File: src/rtl/eth_tx_arb_if.sv
// Bundles the ARP/UDP request-grant handshakes, their GMII sources and the merged GMII output.
// master = engines/consumer side, slave = the arbiter.
interface eth_tx_arb_if;
    logic       arp_req;
    logic       arp_gnt;
    logic       arp_gmii_tx_en;
    logic [7:0] arp_gmii_txd;
    logic       udp_req;
    logic       udp_gnt;
    logic       udp_gmii_tx_en;
    logic [7:0] udp_gmii_txd;
    logic       gmii_tx_en;
    logic [7:0] gmii_txd;

    modport master (
        output arp_req, arp_gmii_tx_en, arp_gmii_txd,
        output udp_req, udp_gmii_tx_en, udp_gmii_txd,
        input  arp_gnt, udp_gnt, gmii_tx_en, gmii_txd
    );

    modport slave (
        input  arp_req, arp_gmii_tx_en, arp_gmii_txd,
        input  udp_req, udp_gmii_tx_en, udp_gmii_txd,
        output arp_gnt, udp_gnt, gmii_tx_en, gmii_txd
    );
endinterface

File: src/rtl/eth_tx_arb.sv
// Whole-frame round-robin arbiter for the shared GMII TX path (ARP vs UDP), with forced
// inter-frame gap, unused-grant revocation and intrusion detection.
module eth_tx_arb #(
    parameter int unsigned IFG_CYCLES = 12,
    parameter int unsigned START_TMO  = 1024
) (
    input  logic        clk,
    input  logic        rst,
    eth_tx_arb_if.slave bus,
    output logic        busy_o,
    output logic        err_tmo_o,
    output logic        err_intrude_o
);

    localparam int unsigned TmoW = $clog2(START_TMO);
    localparam int unsigned IfgW = $clog2(IFG_CYCLES + 1);
    localparam logic [TmoW-1:0] TmoLast = TmoW'(START_TMO - 1);
    localparam logic [IfgW-1:0] IfgLast = IfgW'(IFG_CYCLES - 1);

    typedef enum logic [1:0] {StIdle, StGrant, StBusy, StIfg} state_e;

    state_e          state_q, state_d;
    logic            src_q, src_d;    // 0 = ARP, 1 = UDP
    logic            last_q, last_d;
    logic [TmoW-1:0] tmo_q, tmo_d;
    logic [IfgW-1:0] ifg_q, ifg_d;
    logic            tx_en_q, tx_en_d;
    logic [7:0]      txd_q, txd_d;
    logic            arp_en_q, udp_en_q;
    logic            err_tmo_q, err_tmo_d;
    logic            err_intr_q, err_intr_d;

    logic            owned;
    logic            src_en;
    logic [7:0]      src_txd;

    assign owned   = (state_q == StGrant) || (state_q == StBusy);
    assign src_en  = src_q ? bus.udp_gmii_tx_en : bus.arp_gmii_tx_en;
    assign src_txd = src_q ? bus.udp_gmii_txd : bus.arp_gmii_txd;

    always_comb begin
        state_d   = state_q;
        src_d     = src_q;
        last_d    = last_q;
        tmo_d     = tmo_q;
        ifg_d     = ifg_q;
        err_tmo_d = 1'b0;
        unique case (state_q)
            StIdle: begin
                if (bus.arp_req || bus.udp_req) begin
                    state_d = StGrant;
                    tmo_d   = '0;
                    src_d   = (bus.arp_req && bus.udp_req) ? ~last_q : bus.udp_req;
                end
            end
            StGrant: begin
                if (src_en) begin
                    state_d = StBusy;
                    last_d  = src_q;
                end else if (tmo_q == TmoLast) begin
                    state_d   = StIdle;
                    err_tmo_d = 1'b1;
                    last_d    = src_q;
                end else begin
                    tmo_d = tmo_q + 1'b1;
                end
            end
            StBusy: begin
                // Entered on tx_en high, so a low tx_en here is the falling edge.
                if (!src_en) begin
                    state_d = StIfg;
                    ifg_d   = '0;
                end
            end
            StIfg: begin
                if (ifg_q == IfgLast) begin
                    state_d = StIdle;
                end else begin
                    ifg_d = ifg_q + 1'b1;
                end
            end
            default: state_d = StIdle;
        endcase
    end

    always_comb begin
        tx_en_d    = owned & src_en;
        txd_d      = owned ? src_txd : 8'h00;
        err_intr_d = (bus.arp_gmii_tx_en && !arp_en_q && !(owned && !src_q)) ||
                     (bus.udp_gmii_tx_en && !udp_en_q && !(owned && src_q));
    end

    always_ff @(posedge clk or posedge rst) begin
        if (rst) begin
            state_q    <= StIdle;
            src_q      <= 1'b0;
            last_q     <= 1'b1;
            tmo_q      <= '0;
            ifg_q      <= '0;
            tx_en_q    <= 1'b0;
            txd_q      <= 8'h00;
            arp_en_q   <= 1'b0;
            udp_en_q   <= 1'b0;
            err_tmo_q  <= 1'b0;
            err_intr_q <= 1'b0;
        end else begin
            state_q    <= state_d;
            src_q      <= src_d;
            last_q     <= last_d;
            tmo_q      <= tmo_d;
            ifg_q      <= ifg_d;
            tx_en_q    <= tx_en_d;
            txd_q      <= txd_d;
            arp_en_q   <= bus.arp_gmii_tx_en;
            udp_en_q   <= bus.udp_gmii_tx_en;
            err_tmo_q  <= err_tmo_d;
            err_intr_q <= err_intr_d;
        end
    end

    assign bus.arp_gnt    = (state_q == StGrant) && !src_q;
    assign bus.udp_gnt    = (state_q == StGrant) && src_q;
    assign bus.gmii_tx_en = tx_en_q;
    assign bus.gmii_txd   = txd_q;
    assign busy_o         = (state_q != StIdle);
    assign err_tmo_o      = err_tmo_q;
    assign err_intrude_o  = err_intr_q;

endmodule

File: src/flat_wrapper.sv
// flat-port wrapper written by rule: the top's interface ports become plain ports
module eth_tx_arb_flat 
#(
    parameter int unsigned IFG_CYCLES = 12,
    parameter int unsigned START_TMO  = 1024
)
  (clk, rst, busy_o, err_tmo_o, err_intrude_o, bus_arp_req, bus_arp_gmii_tx_en, bus_arp_gmii_txd, bus_udp_req, bus_udp_gmii_tx_en, bus_udp_gmii_txd, bus_arp_gnt, bus_udp_gnt, bus_gmii_tx_en, bus_gmii_txd);
  eth_tx_arb_if bus_i ();
  input  logic clk;
  input  logic rst;
  output logic busy_o;
  output logic err_tmo_o;
  output logic err_intrude_o;
  input wire logic [$bits(bus_i.arp_req)-1:0] bus_arp_req;
  input wire logic [$bits(bus_i.arp_gmii_tx_en)-1:0] bus_arp_gmii_tx_en;
  input wire logic [$bits(bus_i.arp_gmii_txd)-1:0] bus_arp_gmii_txd;
  input wire logic [$bits(bus_i.udp_req)-1:0] bus_udp_req;
  input wire logic [$bits(bus_i.udp_gmii_tx_en)-1:0] bus_udp_gmii_tx_en;
  input wire logic [$bits(bus_i.udp_gmii_txd)-1:0] bus_udp_gmii_txd;
  output wire logic [$bits(bus_i.arp_gnt)-1:0] bus_arp_gnt;
  output wire logic [$bits(bus_i.udp_gnt)-1:0] bus_udp_gnt;
  output wire logic [$bits(bus_i.gmii_tx_en)-1:0] bus_gmii_tx_en;
  output wire logic [$bits(bus_i.gmii_txd)-1:0] bus_gmii_txd;
  assign bus_i.arp_req = bus_arp_req;
  assign bus_i.arp_gmii_tx_en = bus_arp_gmii_tx_en;
  assign bus_i.arp_gmii_txd = bus_arp_gmii_txd;
  assign bus_i.udp_req = bus_udp_req;
  assign bus_i.udp_gmii_tx_en = bus_udp_gmii_tx_en;
  assign bus_i.udp_gmii_txd = bus_udp_gmii_txd;
  assign bus_arp_gnt = bus_i.arp_gnt;
  assign bus_udp_gnt = bus_i.udp_gnt;
  assign bus_gmii_tx_en = bus_i.gmii_tx_en;
  assign bus_gmii_txd = bus_i.gmii_txd;
  eth_tx_arb #(.IFG_CYCLES(IFG_CYCLES), .START_TMO(START_TMO)) u_core (.clk(clk), .rst(rst), .bus(bus_i), .busy_o(busy_o), .err_tmo_o(err_tmo_o), .err_intrude_o(err_intrude_o));
endmodule
File: config.mk
export PLATFORM = sky130hd
export DESIGN_NAME = eth_tx_arb_flat
export DESIGN_NICKNAME = d
export VERILOG_FILES = /design/src/rtl/eth_tx_arb_if.sv /design/src/rtl/eth_tx_arb.sv /design/src/flat_wrapper.sv
export SDC_FILE = /design/constraint.sdc
export NUM_CORES = 1
export LEC_CHECK = 0
export ABC_AREA = 1
export BUFFER_PORTS_ARGS = -buffer_cell sky130_fd_sc_hd__clkbuf_2
export CAP_MARGIN = 5
export CORE_UTILIZATION = 41
export CTS_CLUSTER_DIAMETER = 80
export CTS_CLUSTER_SIZE = 8
export DETAILED_ROUTE_END_ITERATION = 8
export GPL_TIMING_DRIVEN = 0
export PLACE_DENSITY = 0.64
export SYNTH_ARGS = -nofsm -noshare
export SYNTH_HDL_FRONTEND = slang
export SYNTH_SLANG_ARGS = --single-unit
export TNS_END_PERCENT = 10
File: constraint.sdc
create_clock -name clk -period 2.1 [get_ports clk]
set_clock_uncertainty 0.1 [all_clocks]
set_input_delay 0.21 -clock clk [delete_from_list [all_inputs] [get_ports clk]]
set_output_delay 0.21 -clock clk [all_outputs]
set_load 0.005 [all_outputs]
==> results of run 1 <==
==> placed cells by master (no fill, tap or decap) <==
| master | netlist | layout |
|---|---|---|
| dfstp_2 | 1 | 1 |
| nor2_1 | 18 | 17 |
| o21ai_1 | 4 | 4 |
| dlygate4sd3_1 | 0 | 3 |
| inv_2 | 4 | 4 |
| o21ai_0 | 5 | 5 |
| clkbuf_2 | 0 | 35 |
| clkbuf_8 | 0 | 5 |
| o32ai_1 | 1 | 1 |
| nand2_1 | 83 | 83 |
| nand3_1 | 23 | 23 |
| buf_2 | 2 | 2 |
| dfrtp_1 | 30 | 30 |
| o21ai_4 | 1 | 1 |
| nand2_4 | 2 | 2 |
| nand3_4 | 1 | 1 |
| ha_1 | 7 | 7 |
| nor2_2 | 0 | 1 |
| inv_1 | 22 | 22 |
| or2_2 | 1 | 1 |
| xor2_1 | 3 | 3 |
| nand2_2 | 3 | 3 |
| nand4_1 | 3 | 3 |
| nor3_1 | 5 | 5 |
| nor2_4 | 3 | 3 |
| clkinv_2 | 0 | 1 |
| clkbuf_1 | 2 | 3 |
| buf_16 | 0 | 1 |
==> registers in the layout, indices dropped and copies added (netlist names), named ones only <==
signal,flops
u_core.err_intrude_o,1
u_core.ifg_q,4
u_core.tmo_q,10
u_core.arp_en_q,1
u_core.err_tmo_o,1
u_core.last_q,1
u_core.state_q,1
u_core.bus.gmii_tx_en,1
u_core.udp_en_q,1
u_core.bus.gmii_txd,8
u_core.src_q,1
==> power by group <==
group | switching [mW] | internal [mW] | leakage, nW
clock network | 0.220 | 0.232 | 0.0422
logic | 0.758 | 0.383 | 0.705
registers | 0.0739 | 0.743 | 0.409
==> cells by family (layout without fill, tap and decap cells) <==
| family | Yosys count | in the layout | share of synthesized area |
|---|---|---|---|
| adders and majority gates | 7 | 7 | 0.0511 |
| buffers and inverters | 30 | 76 | 0.0672 |
| and+or+nand+nor | 142 | 142 | 0.372 |
| xor gates and xnor gates | 3 | 3 | 0.0153 |
| AOI/OAI and AO/OA | 11 | 11 | 0.0409 |
| DFF | 31 | 31 | 0.454 |
==> layer usage <==
layer / global-route usage / vias up / wire, um
met2: 0.269 / 41 / 1550
met3: 0.0548 / 6 / 187
met1: 0.219 / 696 / 1580
met4: 0.0798 / 0 / 72
li1: - / 793 / -
met5: 0 / - / 0
==> worst max-delay path by stage <==
stage / end / cells past startpoint
after global routing: u_core.tmo_q[3] / 8
after detailed placement: u_core.err_intrude_o / 6
after global placement: u_core.err_intrude_o / 6
final: bus_arp_gnt / 5
after CTS: u_core.err_intrude_o / 6
after floorplan: u_core.err_intrude_o / 6
==> repair_timing <==
action / CTS / global route
resized for setup: 0 / 1
hold endpoints to repair: 2 / 15
endpoints found under the setup margin: 1 / 9
hold buffers: 2 / 1
cloned: 0 / 0
==> metrics by stage <==
stage | instances | setup slack (ps)
after floorplan | 224 | 467
after CTS | 318 | 104
after global placement | 309 | 159
after global routing | 320 | 62.7
final | 320 | 239
after detailed placement | 309 | 112
==> final cells by class <==
class                           instances  area [um^2]  share of cell area
Timing Repair Buffer                   39          233               0.111
Inverter                               26         97.6              0.0467
Clock inverter                          1         5.00             0.00240
Tap cell                               50         62.6              0.0300
Multi-Input combinational cell        163          823               0.394
Sequential cell                        31          777               0.372
Clock buffer                            7         76.3              0.0365
Buffer                                  3         13.8             0.00659
==> critical path, stage by stage, from the launching register on <==
cell and delay [ps]:
dfrtp_1 420, inv_1 110, ha_1 300, inv_2 190
nor2_1 120, clkbuf_2 120
==> results.toml, run 1 <==
[clock_tree]
clk_pin_slew_ps = 70
numCtsBuffers = 5
post-cts-setup-buffers = 0
clock_latency_ps = 290
tritoncts = "yes"
root_buffer = "clkbuf_8"
clock_sinks = 31
clock_path_buffers = 2
htreeDepth = 2

[critical_path]
rr_endpoint = "u_core.tmo_q[3]"
r2r_slack_ps = 250
cp.arrival_ps = 1550
crit_fanout = 13
endpoint_kind = "primary output"
ff2ff_path_depth = 8
startpoint_type = "register"
critPathKind = "reg2out"
required_ps = 1790

[power_and_ir_drop]
p_leak_nw = 1.16
power_density_nw_per_um2 = 1150
vdd_ir_drop_max_v = 0.000546
total_power_mw = 2.41

[finish]
final_nets = 298
syn_to_final_growth_pct = 21.9
antenna_cells = 0
fin_area_um2 = 2090
num-fill-cells = 407
drive_gt1_frac = 0.226
fin_util = 0.522

[synth]
synth_top_area_frac = 0.438
synth_area_um2 = 1710
synth_seq_area_share = 0.454
async_flop_share = 1.00
synth_nets = 253
ys_warn_count = 0
ys_top_cells_by_count = "nand2_1 (83), dfrtp_1 (30), nand3_1 (23)"
yosys.area.top_type = "dfrtp_1"
synth_edf_count = 0
ys_ff_latch = 31
avgSynthCellArea_um2 = 7.65
synthTopCellsByArea = "dfrtp_1 (44%), nand2_1 (18%), nand3_1 (6.7%), ha_1 (5.1%), inv_1 (4.8%)"
synth.most_common_cell = "nand2_1"
ys_types = 22
netlist_instances = 224
ys.flop_type = "dfrtp_1"

[floorplanning]
die_x_um = 66.6
initial_core_util = 0.428
chipHeight_um = 66.6
dieArea_um2 = 4440
rows = 23
core_um2 = 4000
pin_count = 36

[route]
first_iter_violations = 47
dr.pass1.iters = 4
viasPerCell = 4.80
vias = 1536
drc = 0
wl_per_cell_um = 10.6
ant_nets = 0
drt-total-wl_um = 3390

[sta]
fin_crit_sh = 0.886
hold_viol = 0
setup_violations = 0
relSlewSlack = 0.545
rsz0062_at_grt = "false"
worst_pin_slew_ps = 681
whs_ps = 16.5
drv_slew = 0
fin_setup_tns_ps = 0
fmax_mhz = 537
timing.final.crit_period_ps = 1860

[flow_run]
cap_violations = 0

[min_path]
worstHoldEndpoint = "u_core.bus.gmii_txd[1]"
worstHoldStart = "bus_arp_gmii_txd[1]"
worstHoldPathType = "in2reg"
min_path_cells = 3

[grt]
grt_pass1_wl_um = 5640
grt_max_degree = 32
track_usage = 0.174
antenna_found_initial = 0
grt.overflow.total = 0
grt_pass1_vias = 1319

[placement]
detailed_place_hpwl_um = 2470
placed_area_um2 = 1950
portBuffers = 35
gp_congestion = 0.756

[run_status]
status = "complete, no violations"
(Power assumes the default switching activity.)
==> run 2: changes to the inputs <==
ABC_CLOCK_PERIOD_IN_PS = 2100   (was unset)
CORE_ASPECT_RATIO = 1.5   (was unset)
HOLD_SLACK_MARGIN = 0.06   (was unset)
==> run 2 against run 1 <==
Compared with the run above: clock power is 2% lower; critical endpoint unchanged; global-route usage increased by 1.9 points; sequential cell count unchanged; sequential share of layout area shrank 1.9 points; sequential power is essentially flat; via count up 0.59%; combinational power about the same; critical path type unchanged; first-iteration DRC count fell by 57%; critical path depth unchanged; routed wire length grew 11%; setup slack improved by 1.3 ps; die area up 0.12%.
==> results.toml, run 2 (synthesized netlist as in run 1, its figures left out) <==
[finish]
layout_common_cells = "nand2_1 (83), clkbuf_2 (35), dfrtp_1 (30)"
drive_gt1_frac = 0.216
regMostFlops = "u_core.tmo_q"
antenna_cells = 0
syn_to_final_growth_pct = 28.6
num-fill-cells = 386
final_nets = 310
final_common_cell = "nand2_1"
largest_register_ffs = 10

[clock_tree]
clock_latency_ps = 280
numCtsBuffers = 5
clock_sinks = 31
root_buffer = "clkbuf_8"
clk_pin_slew_ps = 60
tritoncts = "yes"
post-cts-setup-buffers = 0
clock_path_buffers = 2
htreeDepth = 2

[route]
drc = 0
dr.pass1.iters = 4
ant_nets = 0
wl_per_cell_um = 11.5
drt-total-wl_um = 3770
viasPerCell = 4.72
first_iter_violations = 20
vias = 1545

[critical_path]
slowest_stage = "dfrtp_1"
startpoint_type = "register"
required_ps = 1790
crit_chain = "inv_1, ha_1, inv_2, nor2_1, clkbuf_2"
slowest_delay_ps = 420
critPathKind = "reg2out"
endpoint_kind = "primary output"
cp.arrival_ps = 1550
crit_fanout = 13

[sta]
timing.final.crit_period_ps = 1860
rsz0062_at_grt = "false"
drv_slew = 0
relSlewSlack = 0.534
setup_violations = 0
worst_pin_slew_ps = 698
fin_crit_sh = 0.885
fin_setup_tns_ps = 0
hold_viol = 0
fmax_mhz = 538

[floorplanning]
chipHeight_um = 81.2
die_x_um = 54.8
pin_count = 36
dieArea_um2 = 4450
rows = 28
core_um2 = 3960
initial_core_util = 0.433

[power_and_ir_drop]
vdd_ir_drop_max_v = 0.000801
total_power_mw = 2.43
p_leak_nw = 1.21
power_density_nw_per_um2 = 1100

[min_path]
worstHoldPathType = "in2reg"

[grt]
antenna_found_initial = 0
grt.overflow.total = 0
track_usage = 0.192
grt_pass1_wl_um = 6150
grt_pass1_vias = 1441
grt_max_degree = 32

[run_status]
status = "complete, no violations"

[placement]
gp_congestion = 0.750
detailed_place_hpwl_um = 2610
portBuffers = 35

[flow_run]
cap_violations = 0
==> run 2: cell types whose count changed in the layout (fill, tap and decap cells not counted) <==
cell and change:
dlygate4sd3_1 +12
==> run 2: worst max-delay path: cells and delay by family, from the launching register on <==
kind,cells,cell delay (ps)
AND/OR/NAND/NOR,1,120
buffers and inverters,3,420
adder cells (fa/ha/maj),1,300
flip-flops,1,420
==> run 2: worst paths after layout <==
check,start,end,slack (ps),cells past startpoint
max,register,bus_arp_gnt,240,5
min,bus_udp_gmii_txd[6],u_core.bus.gmii_txd[6],70,3
max reg2reg,register,u_core.tmo_q[8],270,8
min reg2reg,u_core.udp_en_q,u_core.err_intrude_o,370,1
max in group asynchronous,rst,u_core.ifg_q[3],910,4
min in group asynchronous,rst,u_core.bus.gmii_txd[0],470,3
==> run 2: final cells by class <==
class | instances | area, um^2 | share of cell area
Multi-Input combinational cell | 163 | 823 | 0.374
Sequential cell | 31 | 777 | 0.353
Timing Repair Buffer | 51 | 353 | 0.160
Inverter | 26 | 97.6 | 0.0443
Clock buffer | 7 | 76.3 | 0.0347
Tap cell | 45 | 56.3 | 0.0256
Buffer | 3 | 13.8 | 0.00625
Clock inverter | 1 | 5.00 | 0.00227
==> run 2: repair_timing <==
action / 4_1_cts / 5_1_grt
gates cloned: 0 / 0
pin swaps: 0 / 0
gates resized for setup: 0 / 1
endpoints found under the hold margin: 10 / 14
hold buffers: 14 / 1
endpoints found under the setup margin: 1 / 9
==> run 2: where the power goes <==
group,switching [mW],internal (mW),total [mW]
sequential,0.0759,0.743,0.819
clock,0.212,0.232,0.444
combinational,0.774,0.396,1.17
==> run 2: metal layers <==
metal / part of all wire / track usage
met1: 0.41 / 0.222
met2: 0.56 / 0.325
met3: 0.022 / 0.0524
met4: 0.010 / 0.0718
met5: 0 / 0
==> run 2: per-stage QoR <==
step                area [um^2]   util  setup slack, ps  hold slack [ps]  instances
global route               2200  0.556             51.5             75.6        327
global placement           1940  0.491              141              238        304
detailed placement         1940  0.491              153              237        304
finish                     2200  0.556              241             67.8        327
CTS                        2160  0.546             97.3             62.0        325
floorplan                  1710      -              467              141        224
